File: config.mk
export PLATFORM = sky130hd
export DESIGN_NAME = hazard_unit
export DESIGN_NICKNAME = d
export VERILOG_FILES = /design/src/rtl/hazard_unit_pkg.sv /design/src/rtl/hazard_match.sv /design/src/rtl/hazard_unit.sv
export SDC_FILE = /design/constraint.sdc
export NUM_CORES = 1
export LEC_CHECK = 0
export ABC_AREA = 1
export CORE_MARGIN = 2
export CORE_UTILIZATION = 45
export DETAILED_ROUTE_END_ITERATION = 8
export PLACE_DENSITY = 0.77
export SETUP_SLACK_MARGIN = 0.15
export SYNTH_ARGS = -nofsm -noshare
export SYNTH_HDL_FRONTEND = slang
export SYNTH_SLANG_ARGS = --single-unit
File: constraint.sdc
create_clock -name clk -period 1.4 [get_ports clk]
set_input_delay 0.28 -clock clk [delete_from_list [all_inputs] [get_ports clk]]
set_output_delay 0.28 -clock clk [all_outputs]
set_load 0.005 [all_outputs]
File: src/rtl/hazard_unit_pkg.sv
// Shared definitions for the hazard unit: forwarding encodings and the
// shadow-entry layout tracked for each downstream pipeline stage.
package hazard_unit_pkg;

    localparam int REG_ADDR_W = 5;

    localparam logic [1:0] FWD_REG = 2'b00;
    localparam logic [1:0] FWD_EX  = 2'b01;
    localparam logic [1:0] FWD_MEM = 2'b10;

    typedef struct packed {
        logic                  valid;
        logic                  wr_en;
        logic [REG_ADDR_W-1:0] addr;
        logic                  is_load;
    } entry_t;

endpackage

File: src/rtl/hazard_match.sv
// Compares one shadow entry against one ID source operand; fires only for a
// real producer (valid, writing, non-zero destination) of a source that is read.
module hazard_match
    import hazard_unit_pkg::*;
(
    input  logic                  valid,
    input  logic                  wr_en,
    input  logic [REG_ADDR_W-1:0] addr,
    input  logic [REG_ADDR_W-1:0] src,
    input  logic                  rd,
    output logic                  hit
);

    assign hit = valid & wr_en & (addr != '0) & rd & (addr == src);

endmodule

File: src/rtl/hazard_unit.sv
// Load-use / RAW hazard detection with EX/MEM forwarding select.
// Define HAZARD_FORWARD_EN to enable bypassing; otherwise hazards are resolved by stalling.
module hazard_unit
    import hazard_unit_pkg::*;
#(
    parameter int STALL_CNT_W = 16
) (
    input  logic                   clk,
    input  logic                   rst_n,
    input  logic [4:0]             rs,
    input  logic [4:0]             rt,
    input  logic                   readRs,
    input  logic                   readRt,
    input  logic                   id_valid,
    input  logic                   id_wr_en,
    input  logic                   id_is_load,
    input  logic [4:0]             id_wr_addr,
    input  logic                   flush,
    output logic                   stall,
    output logic [1:0]             fwd_rs,
    output logic [1:0]             fwd_rt,
    output logic [STALL_CNT_W-1:0] stall_cnt
);

    entry_t     ex_q, mem_q, wb_q, id_ent;
    logic       ex_rs, ex_rt, mem_rs, mem_rt;
    logic       hazard, move;
    logic [1:0] fwd_rs_d, fwd_rt_d;
    logic       unused_fields;

    hazard_match u_ex_rs  (.valid(ex_q.valid),  .wr_en(ex_q.wr_en),  .addr(ex_q.addr),
                           .src(rs), .rd(readRs), .hit(ex_rs));
    hazard_match u_ex_rt  (.valid(ex_q.valid),  .wr_en(ex_q.wr_en),  .addr(ex_q.addr),
                           .src(rt), .rd(readRt), .hit(ex_rt));
    hazard_match u_mem_rs (.valid(mem_q.valid), .wr_en(mem_q.wr_en), .addr(mem_q.addr),
                           .src(rs), .rd(readRs), .hit(mem_rs));
    hazard_match u_mem_rt (.valid(mem_q.valid), .wr_en(mem_q.wr_en), .addr(mem_q.addr),
                           .src(rt), .rd(readRt), .hit(mem_rt));

`ifdef HAZARD_FORWARD_EN
    // Only a load in EX cannot be bypassed; ex wins over mem as the younger value.
    assign hazard   = ex_q.is_load & (ex_rs | ex_rt);
    assign fwd_rs_d = (ex_rs & ~ex_q.is_load) ? FWD_EX : (mem_rs ? FWD_MEM : FWD_REG);
    assign fwd_rt_d = (ex_rt & ~ex_q.is_load) ? FWD_EX : (mem_rt ? FWD_MEM : FWD_REG);
`else
    assign hazard   = ex_rs | ex_rt | mem_rs | mem_rt;
    assign fwd_rs_d = FWD_REG;
    assign fwd_rt_d = FWD_REG;
`endif

    assign stall  = id_valid & hazard;
    assign move   = id_valid & ~stall & ~flush;
    assign id_ent = '{valid: id_valid, wr_en: id_wr_en, addr: id_wr_addr, is_load: id_is_load};

    // wb needs no bypass (write-through regfile); these fields have no consumer here.
    assign unused_fields = ^{wb_q, mem_q.is_load, ex_q.is_load};

    always_ff @(posedge clk or negedge rst_n) begin
        if (!rst_n) begin
            ex_q      <= '0;
            mem_q     <= '0;
            wb_q      <= '0;
            fwd_rs    <= FWD_REG;
            fwd_rt    <= FWD_REG;
            stall_cnt <= '0;
        end else begin
            wb_q   <= mem_q;
            mem_q  <= ex_q;
            ex_q   <= move ? id_ent : '0;
            fwd_rs <= move ? fwd_rs_d : FWD_REG;
            fwd_rt <= move ? fwd_rt_d : FWD_REG;
            if (stall && !flush && !(&stall_cnt))
                stall_cnt <= stall_cnt + 1'b1;
        end
    end

endmodule
======== Word-level counts from Yosys, hierarchy flattened ========
Cells that the tools add are included.
storage, ports and cells
  register bits ........................... 30
  input port bits ......................... 23
  output and inout bits ................... 21
  logic and storage cells ................. 40
operators by class
  $add $sub $neg .......................... 1
  equal/unequal tests ..................... 4
  mux-type cells .......................... 1
  bitwise gates (word level) .............. 20
  reduce and logical (&&, ||, !) cells .... 7
operators with widths
  cell                                                             count
  5-bit equality test                                              4
  16-bit by 1-bit adder with 16-bit output, second input constant  1
  16-bit AND reduction                                             1
  1-bit bitwise AND                                                15
  5-bit nonzero test                                               2
  8-bit 2-to-1 mux                                                 1
  1-bit OR                                                         3
  1-bit logical AND                                                2
  1-bit zero test                                                  2
  1-bit inverter                                                   2

======== Logic depth before layout (Yosys ltp) ========
Gate-level depths: netlist of run 1.
  word-level depth ........................ 12
  depth in mapped cells ................... 12
  depth with buffers taken out ............ 12

======== Modules after synthesis ========
A second synthesis of run 1 with hierarchy kept.
second synthesis, totals
  cell total of the unflattened synthesis .. 305
  area, all modules ....................... 1975.6 um^2
modules (own cells, without submodules)
  module        times used  cells each  area each (um^2)
  hazard_unit   1           185         1505.2
  hazard_match  4           30          117.6

======== Worst setup path before layout of run 1 ========
OpenSTA, ideal clock, no wires.
  path kind ............................... reg-to-reg
  start point ............................. register stall_cnt[1]
  end point ............................... register stall_cnt[13]
  arrival time ............................ 1.371 ns
  data required time ...................... 1.277 ns
  path slack .............................. -0.094 ns
  stages on the path, launching flop included .. 12
  buffers on the path ..................... 0
  cells stage by stage .................... dfrtp_1 ha_1 nand3_2 nor2_2 nand2_2 nor2_2 nand3_1 nand2_1 nor2_1 nand2_1 o21ai_0 nand2_1
between the ends
  cells in the longest elaborated chain, start to end .. 3
  elaborated cells between the ends (all ways) .. 4
  classes of those cells .................. add/sub (1); reduce/logical (3)
ends and longest elaborated chain
  what                                                                                              RTL line           source
  from (decl)                                                                                       hazard_unit.sv:22  output logic [STALL_CNT_W-1:0] stall_cnt
  from (signal assigned)                                                                            hazard_unit.sv:73  stall_cnt <= stall_cnt + 1'b1;
  parallel branches: the longest is 3 deep, another holds 16-bit by 1-bit adder with 16-bit output  --
Parallel ways; which one is timed is not known.
A chain may end at the register's enable or synchronous reset.

======== Worst setup path in the final report of run 1 ========
  start point ............................. register ex_q[4] (netlist name)
  end point ............................... output stall
between the ends
  cells in the longest elaborated chain, start to end .. 8
  elaborated cells between the ends (all ways) .. 12
  classes of those cells .................. eq/ne (2); bitwise (9); reduce/logical (1)
ends and longest elaborated chain
  what                            RTL line            source
  from (decl)                     hazard_unit.sv:25   entry_t ex_q, mem_q, wb_q, id_ent;
  from (signal assigned)          hazard_unit.sv:69   ex_q <= move ? id_ent : '0;
  5-bit nonzero test              hazard_match.sv:14  assign hit = valid & wr_en & (addr != '0) & rd & (addr == src);
  1-bit bitwise AND (3 in a row)  hazard_match.sv:14
  1-bit OR (*) (3 in a row)       hazard_unit.sv:46   assign hazard = ex_rs | ex_rt | mem_rs | mem_rt;
  1-bit bitwise AND (*)           hazard_unit.sv:51   assign stall = id_valid & hazard;
  to (decl)                       hazard_unit.sv:19   output logic stall,
Every way passes the cells marked *; elsewhere a longest branch is shown, timed or not.

==> flow_summary.yaml, run 1 <==
timing:
  setup_viol: 24
  finalCritPeriodShare_pct: 131
  hold_viol_final: 0
  period_minus_slack_ns: 1.83
  fin_skew_ns: 0.00772
  worst_slack_ns: -0.433
  clock.fmax_mhz: 546
  drv_slew: 0
  rsz0062_at_grt: "true"
  holdWs_ns: 0.354
cells_and_area:
  drive_gt1_share_pct: 35.5
  n_fill_cell: 270
  area_delta_synth_final_pct: 64.1
  n_antenna_cell: 0
  fin_nets: 400
  final_area_um2: 3070
  stdcell_count: 427
synthesis:
  ys_seq_area_share_pct: 40.1
  synthCells: 274
  synth_compound_area_share_pct: 0.803
  synth_area_um2: 1870
  synth_mux_area_share_pct: 0
  ys_types: 24
  synth-adder-area-share_pct: 0.669
  syn_area_per_cell_um2: 6.83
  synth_simple_gate_area_share_pct: 41.9
  ys_seq_elements: 30
  yosys_warnings: 0
  synth_top_family_by_area: "simple AND/OR/NAND/NOR gates"
  synth_xor_area_share_pct: 5.62
placed_design:
  io_buffers: 38
  finalWeightedCongestion: 0.852
  placed_cells: 391
  postPlaceCellArea_um2: 2540
  hpwlAfterDp_um: 3330
grt:
  grt_pass1_wl_um: 8580
  antenna_found_initial: 0
  grt_pass1_vias: 2062
  gr-total-overflow: 0
  grtUsageTotal_pct: 25.3
  grt_max_degree: 31
critical_path:
  critPathMaxFanout: 5
  slowest_stage: "dfrtp_2"
  cp_data_arrival_time_ns: 1.55
  cpLargestDelayFamily: "simple AND/OR/NAND/NOR gates"
  path_cells: "nand2_1, nand2_1, nor2_1, nand3_1, nand2_1, nand2_2, nand2_4, inv_4, nor2_4, buf_2"
  cp_slowest_stage_delay_ns: 0.45
  critPathMostFrequentCell: "nand2_1"
  startpoint: "ex_q[4]"
  critPathBufInv: 2
  critPathKind: "register to output port"
  worstSetupPathDepth: 10
  cp.required_ns: 1.12
  crit_end: "stall"
  r2r-end: "stall_cnt[14]"
  rrSetupSlack_ns: -0.40
  endpoint_kind: "output port"
  worst_r2r_path_depth: 10
  critPathLaunchType: "register"
  r2r-start: "stall_cnt[0]"
route:
  drt-pass1-iter-count: 4
  via_count: 2150
  route.detailed.drc: 0
  avgRoutedWirePerCell_um: 13.8
  wl_um: 5880
  drt-initial-drc-count: 123
  via_per_inst: 5.04
  ant_nets: 0
cts:
  htreeDepth: 2
  cts_max_path_buffers: 2
  clkSinkCount: 30
  insertion_delay_ns: 0.29
  clk_pin_slew_ns: 0.07
  cts-root-buf: "clkbuf_8"
  cts_buffers: 5
  cts_tree: "built"
  ctsHoldBuffers: 0
job:
  maxCapViolCount: 0
worst_hold_path:
  hold_path.class: "input pin to async pin"
die:
  die_h_um: 68.5
  rows: 23
  die_w_um: 68.5
  start_util_pct: 46.8
  pin_count: 44
  core_area_um2: 4000
  dieArea_um2: 4690
power:
  ir_drop_mv: 0.602
  leakage_nw: 1.64
  pwr_density_cell_nw_per_um2: 730
status:
  run_status: "finished, violations left"
  violations: "negative setup slack"
flip-flops by register name, indices dropped and copies added, names as in the netlist:
register,flops
ex_q,7
stall_cnt,16
mem_q,7
worst reg2reg max path, stage by stage (launching register included):
cell	delay, ns
dfrtp_1	0.38
ha_2	0.20
nand3_2	0.12
nor2_2	0.12
nand2_2	0.08
nor3_2	0.17
nand4_1	0.25
clkinv_1	0.15
nor2_4	0.08
nand2_1	0.07
nand2_1	0.05
layer usage:
| metal | up-vias | share of wire (%) | track usage [%] |
|---|---|---|---|
| met5 | - | 0 | 0 |
| met4 | 0 | 3.6 | 14.5 |
| met3 | 35 | 5.5 | 5.43 |
| met2 | 86 | 53 | 45.0 |
| met1 | 1006 | 38 | 27.5 |
| li1 | 1023 | - | - |
worst min-delay path by stage:
stage	from	endpoint	slack (ns)	cells after the start
finish	rst_n	mem_q[2]	0.35	2
global placement	ex_q[7]	mem_q[7]	0.36	0
CTS	rst_n	stall_cnt[5]	0.36	2
detailed placement	ex_q[7]	mem_q[7]	0.37	0
global route	rst_n	stall_cnt[5]	0.38	2
floorplan	rst_n	ex_q[1]	-0.02	0
cells in the mapped netlist:
cell type  instances  share of area (%)
nor3_1             3               0.80
nor2_2             2               0.67
nand3_1           14                3.7
nand2_1          104                 21
o21ai_1            1               0.27
inv_2              9                1.8
ha_1               1               0.67
conb_1             1               0.20
nand3_2            3                1.6
xnor2_1            3                1.4
dfrtp_1           30                 40
nor4_1             2               0.67
nand4_2            1               0.67
clkinv_1           1               0.20
nor3_2             2                1.1
nor2_4             2                1.2
o21ai_0            2               0.54
nand2_4            1               0.60
inv_1             35                7.0
nand4_1            6                2.0
nor2_1            35                7.0
xor2_1             9                4.2
nand2_2            3                1.0
buf_4              4                1.6
placed cells by master, fill, tap and decap left out, drive strengths merged:
master,count
buf,70
bufinv,2
clkbuf,8
clkdlybuf4s15,3
clkdlybuf4s50,11
clkinv,1
conb,4
dfrtp,30
dlygate4sd2,10
ha,1
inv,44
nand2,108
nand3,17
nand4,7
nor2,39
nor3,5
nor4,2
o21ai,3
xnor2,3
xor2,9
repair_timing:
item                       CTS  global route
setup buffers               23             5
pin swaps                   17             9
gates cloned                 0             0
resized for setup          106            25
setup endpoints to repair   40            34
where the power goes:
part	leakage, nW	internal, W	switching (W)
combinational	1.18	0.000114	0.000127
clock	0.0714	0.000759	0.000339
sequential	0.391	0.000885	0.0000180
layout make-up:
class	instances	area, um2	area share [%]
well taps	50	62.6	2.04
repair buffers	96	857	27.9
multi-input cells	198	1080	35.2
clock buffers	6	82.6	2.69
inverters	45	171	5.58
clock inverters	2	60.1	1.96
flip-flops and latches	30	754	24.6
logic make-up (layout without fill, tap and decap cells):
| family | Yosys count | in the layout |
|---|---|---|
| AOI/OAI and AO/OA | 3 | 3 |
| xor gates and xnor gates | 12 | 12 |
| adders and majority gates | 1 | 1 |
| buffers and inverters | 49 | 149 |
| DFF | 30 | 30 |
| other | 1 | 4 |
| and+or+nand+nor | 178 | 178 |
per-stage QoR:
stage               util [%]  setup slack [ns]  power, W  TNS, ns
floorplan                  -           -0.0874   0.00101    -1.06
global placement        63.5            -0.922   0.00113   -12.63
detailed placement      63.5            -0.904   0.00114   -12.65
CTS                     74.2            -0.387   0.00224    -4.99
global route            76.8            -0.540   0.00232    -9.03
finish                  76.8            -0.433   0.00224    -6.77
Power figures use the tool's default switching activity.
==> run 2: changes to the inputs <==
--- a/config.mk
+++ b/config.mk
@@ -11,6 +11,7 @@
 export DETAILED_ROUTE_END_ITERATION = 8
 export PLACE_DENSITY = 0.77
 export SETUP_SLACK_MARGIN = 0.15
+export SKIP_LAST_GASP = 1
 export SYNTH_ARGS = -nofsm -noshare
 export SYNTH_HDL_FRONTEND = slang
 export SYNTH_SLANG_ARGS = --single-unit
==> run 2 against run 1 <==
Compared with the run above: the flow still finishes with violations (negative setup slack); sequential share of layout area is 0.51 points lower; global-route usage up 0.10 points; register-to-register slack barely moved; final cell count is 0.70% higher; clock-buffer cell count unchanged; sequential cell count is the same; utilization is 1.6 points higher; design area increased by 2.1%; critical path type unchanged; critical endpoint unchanged; largest cell class unchanged.
==> flow_summary.yaml, run 2 (same netlist as run 1, synthesis figures left out) <==
placed_design:
  post-place-ws_ns: -0.904
  hpwlAfterDp_um: 3330
  finalWeightedCongestion: 0.852
  io_buffers: 38
route:
  drt-initial-drc-count: 148
  wl_um: 6580
  via_per_inst: 5.26
  drt-pass1-iter-count: 4
  ant_nets: 0
  avgRoutedWirePerCell_um: 15.3
  route.detailed.drc: 0
  via_count: 2260
critical_path:
  path_cells: "inv_2, nand2_1, nand2_1, nor2_1, nand3_1, nand2_1, nand2_2, nand2_4, inv_2, nor2_2, buf_2"
  slowest_stage: "dfrtp_2"
  critPathMaxFanout: 5
  critPathKind: "register to output port"
  critPathBufInv: 3
  cp_slowest_stage_delay_ns: 0.43
  cp.required_ns: 1.12
  cpLargestDelayFamily: "simple AND/OR/NAND/NOR gates"
  startpoint: "ex_q[4]"
  critPathLaunchType: "register"
  critPathMostFrequentCell: "nand2_1"
  r2r-start: "ex_q[4]"
  cp_data_arrival_time_ns: 1.58
  endpoint_kind: "output port"
timing:
  drv_slew: 0
  period_minus_slack_ns: 1.86
  finalCritPeriodShare_pct: 133
  final.setup.tns_ns: -6.88
  hold_viol_final: 0
  fin_skew_ns: 0.00683
  worst_slack_ns: -0.463
  rsz0062_at_grt: "true"
  clock.fmax_mhz: 537
  setup_viol: 24
job:
  maxCapViolCount: 0
cells_and_area:
  area_delta_synth_final_pct: 67.6
  final_cell_mix: "nand2_1, buf_4, inv_1"
  mostFrequentLayoutCell: "nand2_1"
  largest_reg_flops: 16
  n_fill_cell: 253
  drive_gt1_share_pct: 37.6
  top_regs: "stall_cnt: 16 flops, ex_q: 7 flops, mem_q: 7 flops"
  n_antenna_cell: 0
  regMostFlops: "stall_cnt"
  fin_nets: 403
cts:
  cts_tree: "built"
  cts-root-buf: "clkbuf_8"
  cts_max_path_buffers: 2
  insertion_delay_ns: 0.29
  cts_buffers: 5
  ctsHoldBuffers: 0
  clk_pin_slew_ns: 0.07
  clkSinkCount: 30
  htreeDepth: 2
grt:
  grt_pass1_vias: 2043
  grtUsageTotal_pct: 25.4
  gr-total-overflow: 0
  grt_max_degree: 31
  antenna_found_initial: 0
  grt_pass1_wl_um: 8610
power:
  leakage_nw: 1.66
  pwr_density_cell_nw_per_um2: 723
  ir_drop_mv: 0.763
die:
  dieArea_um2: 4690
  die_w_um: 68.5
  core_area_um2: 4000
  rows: 23
  die_h_um: 68.5
  pin_count: 44
  start_util_pct: 46.8
status:
  run_status: "finished, violations left"
  violations: "negative setup slack"
worst_hold_path:
  hold_path.class: "input pin to async pin"
[run 2: final cells by class]
cell class / instances / area (um2) / area share (%)
clock buffers: 6 / 82.6 / 2.63
inverters: 45 / 169 / 5.39
multi-input cells: 198 / 1110 / 35.4
flip-flops and latches: 30 / 754 / 24.1
clock inverters: 2 / 60.1 / 1.92
well taps: 50 / 62.6 / 2.00
repair buffers: 99 / 897 / 28.6
[run 2: worst paths after layout]
check                      slack (ns)  cells past startpoint             to
setup / recovery                -0.46                     11          stall
min in group clk                 0.40                      0       mem_q[7]
max in group asynchronous        0.86                      2   stall_cnt[4]
hold / removal                   0.35                      2       mem_q[1]
setup reg to reg                -0.41                     14  stall_cnt[15]
hold reg to reg                  0.40                      0       mem_q[7]
[run 2: stage by stage]
| step | hold WS [ns] | total power, W | utilization [%] | area [um2] | cells |
|---|---|---|---|---|---|
| after global routing | 0.375 | 0.00233 | 78.4 | 3140 | 430 |
| after global placement | 0.362 | 0.00113 | 63.5 | 2540 | 391 |
| final | 0.348 | 0.00227 | 78.4 | 3140 | 430 |
| after CTS | 0.356 | 0.00224 | 74.7 | 2990 | 422 |
| after floorplan | -0.0156 | 0.00101 | - | 1890 | 277 |
| after detailed placement | 0.369 | 0.00114 | 63.5 | 2540 | 391 |
[run 2: power by group]
part	leakage, nW	switching, W	internal, W
sequential	0.391	0.0000186	0.000885
clock	0.0714	0.000358	0.000759
combinational	1.20	0.000131	0.000116
[run 2: metal layers]
metal	track usage [%]	vias up	routed length, um
met5	0	-	0
li1	-	1032	-
met1	27.2	1075	2500
met4	13.3	0	279
met3	7.07	37	397
met2	45.1	116	3400
[run 2: worst register-to-register path: cells and delay by family (launching register included)]
family / cells / cell delay [ns]
buffers and inverters: 3 / 0.29
flip-flops: 1 / 0.43
AND/OR/NAND/NOR: 11 / 1.04
[run 2: what timing repair did]
| item | 4_1_cts | 5_1_grt |
|---|---|---|
| gates resized for setup | 97 | 39 |
| setup endpoints to repair | 40 | 38 |
| buffers inserted | 23 | 8 |
| pin swaps | 17 | 13 |
